[src/rtl/wb_master_arbiter_if.sv]
// Wishbone bundle between two requesting masters, the arbiter and one RAM slave.
// The master modport is the arbiter's own view: it masters the RAM side and
// answers the two requesters. The slave modport is the environment's view.
interface wb_master_arbiter_if;
  // requester side, bit/slice i belongs to master i
  logic [1:0]  m_CYC;
  logic [1:0]  m_STB;
  logic [1:0]  m_LOCK;
  logic [1:0]  m_WE;
  logic [7:0]  m_SEL;
  logic [63:0] m_ADR;
  logic [63:0] m_DAT_W;
  logic [31:0] m_DAT_R;
  logic [1:0]  m_ACK;
  logic [1:0]  m_ERR;
  // RAM side
  logic        s_CYC;
  logic        s_STB;
  logic        s_LOCK;
  logic        s_WE;
  logic [3:0]  s_SEL;
  logic [31:0] s_ADR;
  logic [31:0] s_DAT_O;
  logic [31:0] s_DAT_I;
  logic        s_ACK_I;
  logic        s_ERR_I;

  modport master (
    input  m_CYC, m_STB, m_LOCK, m_WE, m_SEL, m_ADR, m_DAT_W,
    output m_DAT_R, m_ACK, m_ERR,
    output s_CYC, s_STB, s_LOCK, s_WE, s_SEL, s_ADR, s_DAT_O,
    input  s_DAT_I, s_ACK_I, s_ERR_I
  );

  modport slave (
    output m_CYC, m_STB, m_LOCK, m_WE, m_SEL, m_ADR, m_DAT_W,
    input  m_DAT_R, m_ACK, m_ERR,
    input  s_CYC, s_STB, s_LOCK, s_WE, s_SEL, s_ADR, s_DAT_O,
    output s_DAT_I, s_ACK_I, s_ERR_I
  );
endinterface

[src/rtl/wb_master_arbiter.sv]
// Two-master Wishbone arbiter in front of a single RAM slave.
// Master 0 is the frame-capture writer, master 1 the video fetch reader.
// Ownership is granted per CYC/LOCK tenure (round-robin or fixed priority),
// the data path is a transparent mux, and a watchdog aborts a strobe the
// slave never answers so one requester cannot hang the shared bus.
module wb_master_arbiter #(
  parameter int TIMEOUT = 256,
  parameter bit RR_EN   = 1'b1
) (
  input  logic              clk,
  input  logic              nRST,
  wb_master_arbiter_if.master bus,
  output logic [1:0]        grant
);

  localparam int WD_W = $clog2(TIMEOUT) + 1;

  typedef enum logic [1:0] {
    IDLE  = 2'd0,
    BUSY  = 2'd1,
    ABORT = 2'd2
  } state_t;

  state_t            state;
  logic              last;      // index of the previous owner
  logic [WD_W-1:0]   wdog;

  logic              g;         // index of the current owner
  logic              busy;
  logic              stall;
  logic              timeout_hit;

  logic              s_cyc;
  logic              s_stb;
  logic              s_lock;
  logic              s_we;
  logic [3:0]        s_sel;
  logic [31:0]       s_adr;
  logic [31:0]       s_dat_o;
  logic [1:0]        m_ack;
  logic [1:0]        m_err;
  logic [31:0]       m_dat_r;

  // One-hot winner among the requesters; ties go away from the last owner
  // in round-robin mode and to master 0 in fixed-priority mode.
  function automatic logic [1:0] pick_winner(input logic [1:0] cyc, input logic prev);
    logic [1:0] win;
    case (cyc)
      2'b01:   win = 2'b01;
      2'b10:   win = 2'b10;
      2'b11: begin
        if (RR_EN) begin
          win = prev ? 2'b01 : 2'b10;
        end else begin
          win = 2'b01;
        end
      end
      default: win = 2'b00;
    endcase
    return win;
  endfunction

  // Saturating increment so the watchdog never wraps back to zero.
  function automatic logic [WD_W-1:0] sat_inc(input logic [WD_W-1:0] v);
    logic [WD_W-1:0] r;
    if (v == {WD_W{1'b1}}) begin
      r = v;
    end else begin
      r = v + {{(WD_W-1){1'b0}}, 1'b1};
    end
    return r;
  endfunction

  assign g           = grant[1];
  assign busy        = (state == BUSY);
  assign stall       = busy & s_stb & ~bus.s_ACK_I & ~bus.s_ERR_I;
  assign timeout_hit = stall & (wdog == WD_W'(TIMEOUT - 1));

  // Route the owner's request to the slave and the slave's reply to the owner.
  always_comb begin
    s_cyc   = 1'b0;
    s_stb   = 1'b0;
    s_lock  = 1'b0;
    s_we    = 1'b0;
    s_sel   = 4'h0;
    s_adr   = 32'h0000_0000;
    s_dat_o = 32'h0000_0000;
    m_ack   = 2'b00;
    m_err   = 2'b00;
    m_dat_r = 32'h0000_0000;
    if (busy) begin
      s_cyc   = bus.m_CYC[g];
      s_stb   = bus.m_STB[g];
      s_lock  = bus.m_LOCK[g];
      s_we    = bus.m_WE[g];
      s_sel   = g ? bus.m_SEL[7:4]    : bus.m_SEL[3:0];
      s_adr   = g ? bus.m_ADR[63:32]  : bus.m_ADR[31:0];
      s_dat_o = g ? bus.m_DAT_W[63:32] : bus.m_DAT_W[31:0];
      m_dat_r = bus.s_DAT_I;
      if (g) begin
        m_ack = {bus.s_ACK_I, 1'b0};
        m_err = {bus.s_ERR_I | timeout_hit, 1'b0};
      end else begin
        m_ack = {1'b0, bus.s_ACK_I};
        m_err = {1'b0, bus.s_ERR_I | timeout_hit};
      end
    end else begin
      // idle and abort both keep the slave and the requesters quiet
      s_cyc   = 1'b0;
      s_stb   = 1'b0;
      m_ack   = 2'b00;
      m_err   = 2'b00;
    end
  end

  assign bus.s_CYC   = s_cyc;
  assign bus.s_STB   = s_stb;
  assign bus.s_LOCK  = s_lock;
  assign bus.s_WE    = s_we;
  assign bus.s_SEL   = s_sel;
  assign bus.s_ADR   = s_adr;
  assign bus.s_DAT_O = s_dat_o;
  assign bus.m_ACK   = m_ack;
  assign bus.m_ERR   = m_err;
  assign bus.m_DAT_R = m_dat_r;

  // Ownership FSM with the unanswered-strobe watchdog.
  always_ff @(posedge clk or negedge nRST) begin
    if (!nRST) begin
      state <= IDLE;
      grant <= 2'b00;
      last  <= 1'b1;
      wdog  <= '0;
    end else begin
      case (state)
        IDLE: begin
          wdog <= '0;
          if (|bus.m_CYC) begin
            grant <= pick_winner(bus.m_CYC, last);
            state <= BUSY;
          end
        end
        BUSY: begin
          if (timeout_hit) begin
            // the error pulse goes out this cycle, the tenure is torn down next
            wdog  <= '0;
            state <= ABORT;
          end else begin
            wdog <= stall ? sat_inc(wdog) : '0;
            if (!(bus.m_CYC[g] | bus.m_LOCK[g])) begin
              last  <= g;
              grant <= 2'b00;
              state <= IDLE;
            end
          end
        end
        ABORT: begin
          wdog <= '0;
          if (!bus.m_CYC[g] && !bus.m_LOCK[g]) begin
            last  <= g;
            grant <= 2'b00;
            state <= IDLE;
          end
        end
        default: begin
          wdog  <= '0;
          grant <= 2'b00;
          state <= IDLE;
        end
      endcase
    end
  end

endmodule

[src/flat_wrapper.sv]
// flat-port wrapper written by rule: the top's interface ports become plain ports
module wb_master_arbiter_flat 
#(
  parameter int TIMEOUT = 256,
  parameter bit RR_EN   = 1'b1
)
  (clk, nRST, grant, bus_m_CYC, bus_m_STB, bus_m_LOCK, bus_m_WE, bus_m_SEL, bus_m_ADR, bus_m_DAT_W, bus_m_DAT_R, bus_m_ACK, bus_m_ERR, bus_s_CYC, bus_s_STB, bus_s_LOCK, bus_s_WE, bus_s_SEL, bus_s_ADR, bus_s_DAT_O, bus_s_DAT_I, bus_s_ACK_I, bus_s_ERR_I);
  wb_master_arbiter_if bus_i ();
  input  logic clk;
  input  logic nRST;
  output logic [1:0] grant;
  input wire logic [$bits(bus_i.m_CYC)-1:0] bus_m_CYC;
  input wire logic [$bits(bus_i.m_STB)-1:0] bus_m_STB;
  input wire logic [$bits(bus_i.m_LOCK)-1:0] bus_m_LOCK;
  input wire logic [$bits(bus_i.m_WE)-1:0] bus_m_WE;
  input wire logic [$bits(bus_i.m_SEL)-1:0] bus_m_SEL;
  input wire logic [$bits(bus_i.m_ADR)-1:0] bus_m_ADR;
  input wire logic [$bits(bus_i.m_DAT_W)-1:0] bus_m_DAT_W;
  output wire logic [$bits(bus_i.m_DAT_R)-1:0] bus_m_DAT_R;
  output wire logic [$bits(bus_i.m_ACK)-1:0] bus_m_ACK;
  output wire logic [$bits(bus_i.m_ERR)-1:0] bus_m_ERR;
  output wire logic [$bits(bus_i.s_CYC)-1:0] bus_s_CYC;
  output wire logic [$bits(bus_i.s_STB)-1:0] bus_s_STB;
  output wire logic [$bits(bus_i.s_LOCK)-1:0] bus_s_LOCK;
  output wire logic [$bits(bus_i.s_WE)-1:0] bus_s_WE;
  output wire logic [$bits(bus_i.s_SEL)-1:0] bus_s_SEL;
  output wire logic [$bits(bus_i.s_ADR)-1:0] bus_s_ADR;
  output wire logic [$bits(bus_i.s_DAT_O)-1:0] bus_s_DAT_O;
  input wire logic [$bits(bus_i.s_DAT_I)-1:0] bus_s_DAT_I;
  input wire logic [$bits(bus_i.s_ACK_I)-1:0] bus_s_ACK_I;
  input wire logic [$bits(bus_i.s_ERR_I)-1:0] bus_s_ERR_I;
  assign bus_i.m_CYC = bus_m_CYC;
  assign bus_i.m_STB = bus_m_STB;
  assign bus_i.m_LOCK = bus_m_LOCK;
  assign bus_i.m_WE = bus_m_WE;
  assign bus_i.m_SEL = bus_m_SEL;
  assign bus_i.m_ADR = bus_m_ADR;
  assign bus_i.m_DAT_W = bus_m_DAT_W;
  assign bus_m_DAT_R = bus_i.m_DAT_R;
  assign bus_m_ACK = bus_i.m_ACK;
  assign bus_m_ERR = bus_i.m_ERR;
  assign bus_s_CYC = bus_i.s_CYC;
  assign bus_s_STB = bus_i.s_STB;
  assign bus_s_LOCK = bus_i.s_LOCK;
  assign bus_s_WE = bus_i.s_WE;
  assign bus_s_SEL = bus_i.s_SEL;
  assign bus_s_ADR = bus_i.s_ADR;
  assign bus_s_DAT_O = bus_i.s_DAT_O;
  assign bus_i.s_DAT_I = bus_s_DAT_I;
  assign bus_i.s_ACK_I = bus_s_ACK_I;
  assign bus_i.s_ERR_I = bus_s_ERR_I;
  wb_master_arbiter #(.TIMEOUT(TIMEOUT), .RR_EN(RR_EN)) u_core (.clk(clk), .nRST(nRST), .bus(bus_i), .grant(grant));
endmodule
[config.mk]
export PLATFORM = sky130hd
export DESIGN_NAME = wb_master_arbiter_flat
export DESIGN_NICKNAME = d
export VERILOG_FILES = /design/src/rtl/wb_master_arbiter_if.sv /design/src/rtl/wb_master_arbiter.sv /design/src/flat_wrapper.sv
export SDC_FILE = /design/constraint.sdc
export NUM_CORES = 1
export LEC_CHECK = 0
export BUFFER_PORTS_ARGS = -buffer_cell sky130_fd_sc_hd__buf_2
export CORE_AREA = 2 2 112 114
export CTS_BUF_LIST = sky130_fd_sc_hd__clkbuf_4
export DETAILED_ROUTE_END_ITERATION = 12
export DIE_AREA = 0 0 114 116
export SLEW_MARGIN = 20
export SYNTH_ARGS = -nofsm -noshare
export SYNTH_HDL_FRONTEND = slang
export SYNTH_SLANG_ARGS = --single-unit
[constraint.sdc]
create_clock -name clk -period 5.19 [get_ports clk]
set_clock_uncertainty 0.1 [all_clocks]
set_input_delay 1.038 -clock clk [delete_from_list [all_inputs] [get_ports clk]]
set_output_delay 1.038 -clock clk [all_outputs]
set_load 0.02 [all_outputs]
==> summary.md, run 1 <==
| Metric | Value |
|---|---|
| Most frequent CP cell | `nor3_1` |
| Syn nets | `465` |
| Synthesized flop and latch total | `14` |
| Final hold vios | `0` |
| Final wirelength | `9570 um` |
| Cells after Synth | `282` |
| Share of post-route cells with drive strength above 1 | `54.2%` |
| CP Capture Type | `output pin` |
| WL per Instance | `13.6 um` |
| RSZ-0062 raised after global routing | `no` |
| Die Y | `116 um` |
| Top cell type's share of synthesized area | `34.7%` |
| Clock Latency Late Sink | `0.29 ns` |
| Worst vdd ir | `0.179 mV` |
| Seq/Total Area, Yosys | `16.9%` |
| Worst path bufs/invs | `1` |
| Hpwl dp | `8020 um` |
| Final setup vio count | `0` |
| Max_cap viols | `0` |
| Hold/Removal Path Class | `reg2reg` |
| Slew headroom | `38.2%` |
| Asr flop ratio synth | `100%` |
| WP data required | `4.05 ns` |
| CTS resizes | `0` |
| Comb power frac | `83.2%` |
| Max Fclk | `284 MHz` |
| Clock Power Share | `3.9%` |
| Synth top area cells | `mux2i_1 (35%), nor2_1 (17%), dfrtp_1 (16%), and2_1 (9.6%), buf_2 (2.2%)` |
| Slew @ Worst Pin | `0.926 ns` |
| CORE AREA | `11900 sq um` |
| Ys Warns | `0` |
| CTS sink cnt | `14` |
| Antenna Violating Nets Remaining | `0` |
| Initial antenna violation count | `1` |
| Commonest non-fill, non-tap cell in the layout | `buf_2` |
| Crit path max fanout | `48` |
| First-pass GRT wire length | `12900 um` |
| DR vias | `2877` |
| Int Power | `691 uW` |
| Largest area contributor in the netlist | `mux2i_1` |
| Flop pwr share | `12.8%` |
| Peak per-stage delay on the critical path | `0.95 ns` |
| Switch share | `59.4%` |
| Std-Cell Rows | `40` |
| Most frequent cells in the layout | `buf_2 (289), nor2_1 (92), mux2i_1 (72)` |
| Pin count of the biggest net entering global routing | `49` |
| I/O pins | `290` |
| Port buffer count | `289` |
| Post-CTS Setup Bufs | `0` |
| First-pass DRT Iterations | `4` |
| Clock Pin Slew Worst Setup and Hold Paths | `0.10 ns` |
| Status | `finished clean` |
| Power per cell area | `466 nW/um^2` |
| CP max stage cell | `dfrtp_4` |
| Synth Flop Type | `dfrtp_1` |
| Critical Path Start Type | `flop` |
| # DRC | `0` |
| Minimum clock period | `3.53 ns` |
| Antenna diodes | `0` |
| Largest delay share family, worst path | `flip-flops` |
| Chip width | `114 um` |
| Worst Setup Path Type | `reg2out` |
| First DRT Iteration DRCs | `90` |
| Final Total Pwr | `1.70 mW` |
| Post-layout nets | `739` |
| Yosys cell types | `33` |
| Fin. max-slew vios | `0` |
| Overall Global Routing Usage | `12.2%` |
| GP Congestion | `0.748` |
| Remaining Overflow, GRT | `0` |
| Part of the cycle the worst path needs | `67.9%` |
| CTS tree | `built` |
| Worst EP arrival | `2.39 ns` |
| Hold-fix buffers at CTS | `0` |
| Mapped cell area | `2080 sq um` |
| CTS Buf Count | `3` |
| Sw power | `1.01 mW` |
| Critical-path cell list | `mux2i_2 > nor3_1 > a21oi_1 > nor3_1 > buf_2` |
| EDFF count, synth | `0` |
| Setup_tns | `0 ns` |
| Initial Utilization | `17.4%` |
| Die area | `13200 sq um` |
| H-tree depth | `1` |
| Area growth syn-to-layout | `75.9%` |
| Clock Path Buffers | `2` |
| Leakage | `2.13 nW` |
| Syn Area/Cell | `7.36 sq um` |
| Number of global-route vias before repair | `2541` |
| Root Buffer Master | `clkbuf_4` |
| Vias/cell | `4.10` |
## layout make-up
cell class | count | area, sq um
Sequential cell | 14 | 355
Fill cell | 1324 | 8260
Tap cell | 147 | 184
Clock buffer | 3 | 22.5
Multi-Input combinational cell | 243 | 1610
Timing Repair Buffer | 291 | 1460
Inverter | 3 | 11.3
Clock inverter | 1 | 3.75
## metrics by stage
step | cell area, sq um | cells | hold WS [ns] | utilization [%] | setup WS [ns]
after floorplan | 2080 | 282 | 0.365 | - | 2.20
after global placement | 3630 | 698 | 0.395 | 30.4 | 1.91
after detailed placement | 3630 | 698 | 0.399 | 30.4 | 1.91
after CTS | 3650 | 702 | 0.403 | 30.7 | 1.63
after global routing | 3650 | 702 | 0.448 | 30.7 | 1.47
final | 3650 | 702 | 0.407 | 30.7 | 1.66
## cell usage after synthesis (all sizes together) (2+ instances only)
library cell,count
a21oi,2
and2,32
and3,2
buf,10
clkbuf,12
dfrtp,13
ha,3
inv,3
mux2i,73
nand2,4
nand2b,2
nand3,4
nand4b,2
nor2,92
nor2b,2
nor3,5
o21ai,3
xnor2,4
xor2,3
## state kept, by name, indices dropped and copies added (netlist names)
signal,count
u_core.grant,2
u_core.last,1
u_core.state,2
u_core.wdog,9
## per-layer routing
layer | GRT usage [%] | share of wire [%] | vias up
met3 | 2.30 | 7.9 | 4
li1 | - | - | 1481
met5 | 0 | 0.084 | -
met2 | 22.2 | 49 | 140
met4 | 0.813 | 0.29 | 2
met1 | 15.7 | 43 | 1250
## path summary, 6_finish.rpt
check	startpoint	cells after the start	slack [ns]	endpoint
max in group asynchronous	nRST	1	4.17	u_core.last$_DFFE_PN1P_
worst min register to register	u_core.state[1]$_DFFE_PN0P_	1	0.41	u_core.state[0]$_DFFE_PN0P_
worst max-delay path	u_core.grant[1]$_DFFE_PN0P_	5	1.66	bus_m_ERR[1]
worst min-delay path	u_core.state[1]$_DFFE_PN0P_	1	0.41	u_core.state[0]$_DFFE_PN0P_
min in group asynchronous	nRST	1	0.53	u_core.wdog[6]$_DFFE_PN0P_
worst max register to register	u_core.grant[1]$_DFFE_PN0P_	4	2.75	u_core.last$_DFFE_PN1P_
## power groups by stage
stage / registers, mW / clock network (mW) / logic, mW
after detailed placement: 0.222 / 0 / 1.43
final: 0.218 / 0.0672 / 1.42
after floorplan: 0.147 / 0 / 1.03
after global placement: 0.223 / 0 / 1.43
after CTS: 0.221 / 0.0703 / 1.44
after global routing: 0.228 / 0.0750 / 1.52
## cell families (layout without fill, tap and decap cells)
| kind of cell | Yosys count | count (layout) | synth area share, % |
|---|---|---|---|
| muxes | 74 | 74 | 35.9 |
| and+or+nand+nor | 150 | 150 | 34.2 |
| xor gates and xnor gates | 7 | 7 | 2.95 |
| AOI/OAI and AO/OA | 9 | 9 | 2.77 |
| adders and majority gates | 3 | 3 | 1.81 |
| DFF | 14 | 14 | 16.9 |
| buffers and inverters | 25 | 298 | 5.42 |
Note: power is estimated with default switching activity, not from simulation.
==> run 2: changes to the inputs <==
--- a/config.mk
+++ b/config.mk
@@ -6,10 +6,10 @@
 export NUM_CORES = 1
 export LEC_CHECK = 0
 export BUFFER_PORTS_ARGS = -buffer_cell sky130_fd_sc_hd__buf_2
-export CORE_AREA = 2 2 112 114
+export CORE_AREA = 2 2 114 116
 export CTS_BUF_LIST = sky130_fd_sc_hd__clkbuf_4
 export DETAILED_ROUTE_END_ITERATION = 12
-export DIE_AREA = 0 0 114 116
+export DIE_AREA = 0 0 116 118
 export SLEW_MARGIN = 20
 export SYNTH_ARGS = -nofsm -noshare
 export SYNTH_HDL_FRONTEND = slang
==> constraint.sdc (replaced) <==
create_clock -name clk -period 2.8 [get_ports clk]
set_clock_uncertainty 0.1 [all_clocks]
set_input_delay 0.56 -clock clk [delete_from_list [all_inputs] [get_ports clk]]
set_output_delay 0.56 -clock clk [all_outputs]
set_load 0.02 [all_outputs]
==> run 2 against run 1 <==
Net effect: via count up 0.66%; flip-flop and latch count stayed put; sequential power is 33% higher; combinational power up 94%; largest power group unchanged.
==> summary.md, run 2 (synthesis gave the netlist of run 1 again) <==
| Metric | Value |
|---|---|
| Status | `finished clean` |
| Clock Pin Slew Worst Setup and Hold Paths | `0.08 ns (-0.02 ns)` |
| Hpwl dp | `7800 um (-2.7%)` |
| Worst Hold Margin | `0.0549 ns (-0.352 ns)` |
| H-tree depth | `1 (unchanged)` |
| Largest register FFs | `9 (unchanged)` |
| Port buffer count | `289 (unchanged)` |
| Overall Global Routing Usage | `12.2% (-0.016 points)` |
| Worst vdd ir | `0.299 mV (+67%)` |
| Slew @ Worst Pin | `0.461 ns (-0.466 ns)` |
| First-pass GRT wire length | `13300 um (+3.4%)` |
| Final Util | `30.0% (-0.65 points)` |
| Cells on worst reg2reg path | `7 (+3)` |
| CP Capture Type | `output pin` |
| Root Buffer Master | `clkbuf_4` |
| CORE AREA | `12400 sq um (+4.2%)` |
| First-pass DRT Iterations | `4 (unchanged)` |
| CTS Buf Count | `3 (unchanged)` |
| Max Fclk | `415 MHz` |
| Sw power | `1.83 mW (+81%)` |
| Hold-fix buffers at CTS | `0 (unchanged)` |
| DR vias | `2896 (+0.66%)` |
| Biggest regs | `u_core.wdog (9), u_core.grant (2), u_core.state (2)` |
| Number of global-route vias before repair | `2733 (+7.6%)` |
| Remaining Overflow, GRT | `0 (unchanged)` |
| Clock Path Buffers | `2 (unchanged)` |
| Dpl ws | `0.678 ns (-1.24 ns)` |
| Die area | `13700 sq um (+3.5%)` |
| Initial antenna violation count | `0 (-1)` |
| Part of the cycle the worst path needs | `86.0%` |
| Pin count of the biggest net entering global routing | `75 (+53%)` |
| Antenna Violating Nets Remaining | `0 (unchanged)` |
| Final setup vio count | `0 (unchanged)` |
| Critical-path cell list | `ha_1 > nand3_1 > nor2_1 > ha_1 > a21oi_1 > nor3_1 > buf_2` |
| Clock Power Share | `3.7% (-0.2 points)` |
| CTS resizes | `0 (unchanged)` |
| Critical Path Start Type | `flop` |
| Share of post-route cells with drive strength above 1 | `54.4% (+0.16 points)` |
| Power per cell area | `849 nW/um^2 (+82%)` |
| Area growth syn-to-layout | `79.5%` |
| Std-Cell Rows | `41 (+2.5%)` |
| CTS sink cnt | `14 (unchanged)` |
| Chip width | `116 um (+1.8%)` |
| WL per Instance | `12.7 um (-6.9%)` |
| Clock Latency Late Sink | `0.28 ns (about the same)` |
| Slew headroom | `69.3% (+31 points)` |
| CP startpoint | `u_core.wdog[0]$_DFFE_PN0P_` |
| Vias/cell | `3.97 (-3.2%)` |
| Final wirelength | `9270 um (-3.2%)` |
| CTS tree | `built` |
| Minimum clock period | `2.41 ns` |
| Reg2reg end | `u_core.last$_DFFE_PN1P_` |
| Largest Register | `u_core.wdog` |
| Post-layout nets | `741 (+0.27%)` |
| Peak per-stage delay on the critical path | `0.39 ns (-0.56 ns)` |
| Worst Setup Path Type | `reg2out` |
| Comb power frac | `87.2% (+4.0 points)` |
| CP max stage cell | `dfrtp_1` |
| # DRC | `0 (unchanged)` |
| Setup_tns | `0 ns (unchanged)` |
| Most frequent CP cell | `ha_1` |
| Layout fillers | `1393 (+5.2%)` |
| Flop pwr share | `9.1% (-3.7 points)` |
| Initial Utilization | `16.7% (-0.71 points)` |
| Max_cap viols | `0 (unchanged)` |
| Crit path max fanout | `4 (-92%)` |
| Worst Setup EP | `bus_m_ERR[1]` |
| Switch share | `57.9% (-1.5 points)` |
| RSZ-0062 raised after global routing | `no` |
| Fin. max-slew vios | `0 (unchanged)` |
| GP Congestion | `0.786 (+5.0%)` |
| Final hold vios | `0 (unchanged)` |
| WP data required | `2.14 ns (-1.91 ns)` |
| Int Power | `1.33 mW (+93%)` |
| Fin cells | `730 (+4.0%)` |
| Reg2reg start | `u_core.wdog[0]$_DFFE_PN0P_` |
| Most frequent cells in the layout | `buf_2 (289), nor2_1 (92), mux2i_1 (72)` |
| Final worst setup slack | `0.391 ns (-1.27 ns)` |
| First DRT Iteration DRCs | `73 (-19%)` |
| Worst EP arrival | `1.75 ns (-0.64 ns)` |
| Post-CTS Setup Bufs | `0 (unchanged)` |
| Die Y | `118 um (+1.7%)` |
| I/O pins | `290 (unchanged)` |
| Internal reg-to-reg setup slack | `0.88 ns (-1.87 ns)` |
| # placed instances | `725 (+3.9%)` |
| Leakage | `2.15 nW (+0.83%)` |
| Hold/Removal Path Class | `in2async` |
| Commonest non-fill, non-tap cell in the layout | `buf_2` |
## run 2: changes by cell type in the layout (fill, tap and decap cells not counted), sizes merged
cell / delta
buf: +2
diode: +1
## run 2: per-stage QoR
step,power [mW],area [sq um]
finish,3.17,3730
global route,3.40,3720
CTS,3.21,3720
detailed placement,3.09,3700
global placement,3.09,3700
floorplan,2.19,2080
## run 2: cell type report
cell class	instances	area (sq um)	area share (%)
repair buffers	293	1500	40.3
clock inverters	1	3.75	0.101
inverters	3	11.3	0.302
well taps	172	215	5.78
flip-flops and latches	14	355	9.54
diodes	1	2.50	0.0672
multi-input cells	243	1610	43.3
clock buffers	3	22.5	0.604
## run 2: power by group through the flow
| stage | clock, mW | combinational (mW) | sequential [mW] |
|---|---|---|---|
| after floorplan | 0 | 1.92 | 0.273 |
| after global placement | 0 | 2.79 | 0.294 |
| after detailed placement | 0 | 2.79 | 0.296 |
| after CTS | 0.121 | 2.80 | 0.290 |
| after global routing | 0.131 | 2.98 | 0.297 |
| final | 0.116 | 2.76 | 0.289 |
## run 2: how the worst min path moves through the flow
| stage | startpoint | end | slack [ns] |
|---|---|---|---|
| 2_1_floorplan | nRST | u_core.grant[0]$_DFFE_PN0P_ | 0.16 |
| 5_1_grt | nRST | u_core.wdog[5]$_DFFE_PN0P_ | 0.06 |
| 4_1_cts | nRST | u_core.wdog[5]$_DFFE_PN0P_ | 0.06 |
| 6_report | nRST | u_core.wdog[7]$_DFFE_PN0P_ | 0.05 |
| 3_3_place_gp | nRST | u_core.wdog[4]$_DFFE_PN0P_ | 0.37 |
| 3_5_place_dp | nRST | u_core.wdog[6]$_DFFE_PN0P_ | 0.37 |
## run 2: worst max-delay path: cells and delay by family (launching register included)
family	cells	cell delay, ns
flops	1	0.39
simple gates	3	0.35
buf+inv	1	0.18
fa+ha+maj	2	0.45
compound gates	1	0.10
## run 2: metal layers
layer | global-route usage, % | part of all wire, % | vias to the layer above
li1 | - | - | 1485
met1 | 14.4 | 42 | 1263
met2 | 23.1 | 49 | 146
met3 | 2.16 | 8.4 | 2
met4 | 1.41 | 0.24 | 0
met5 | 0 | 0 | -
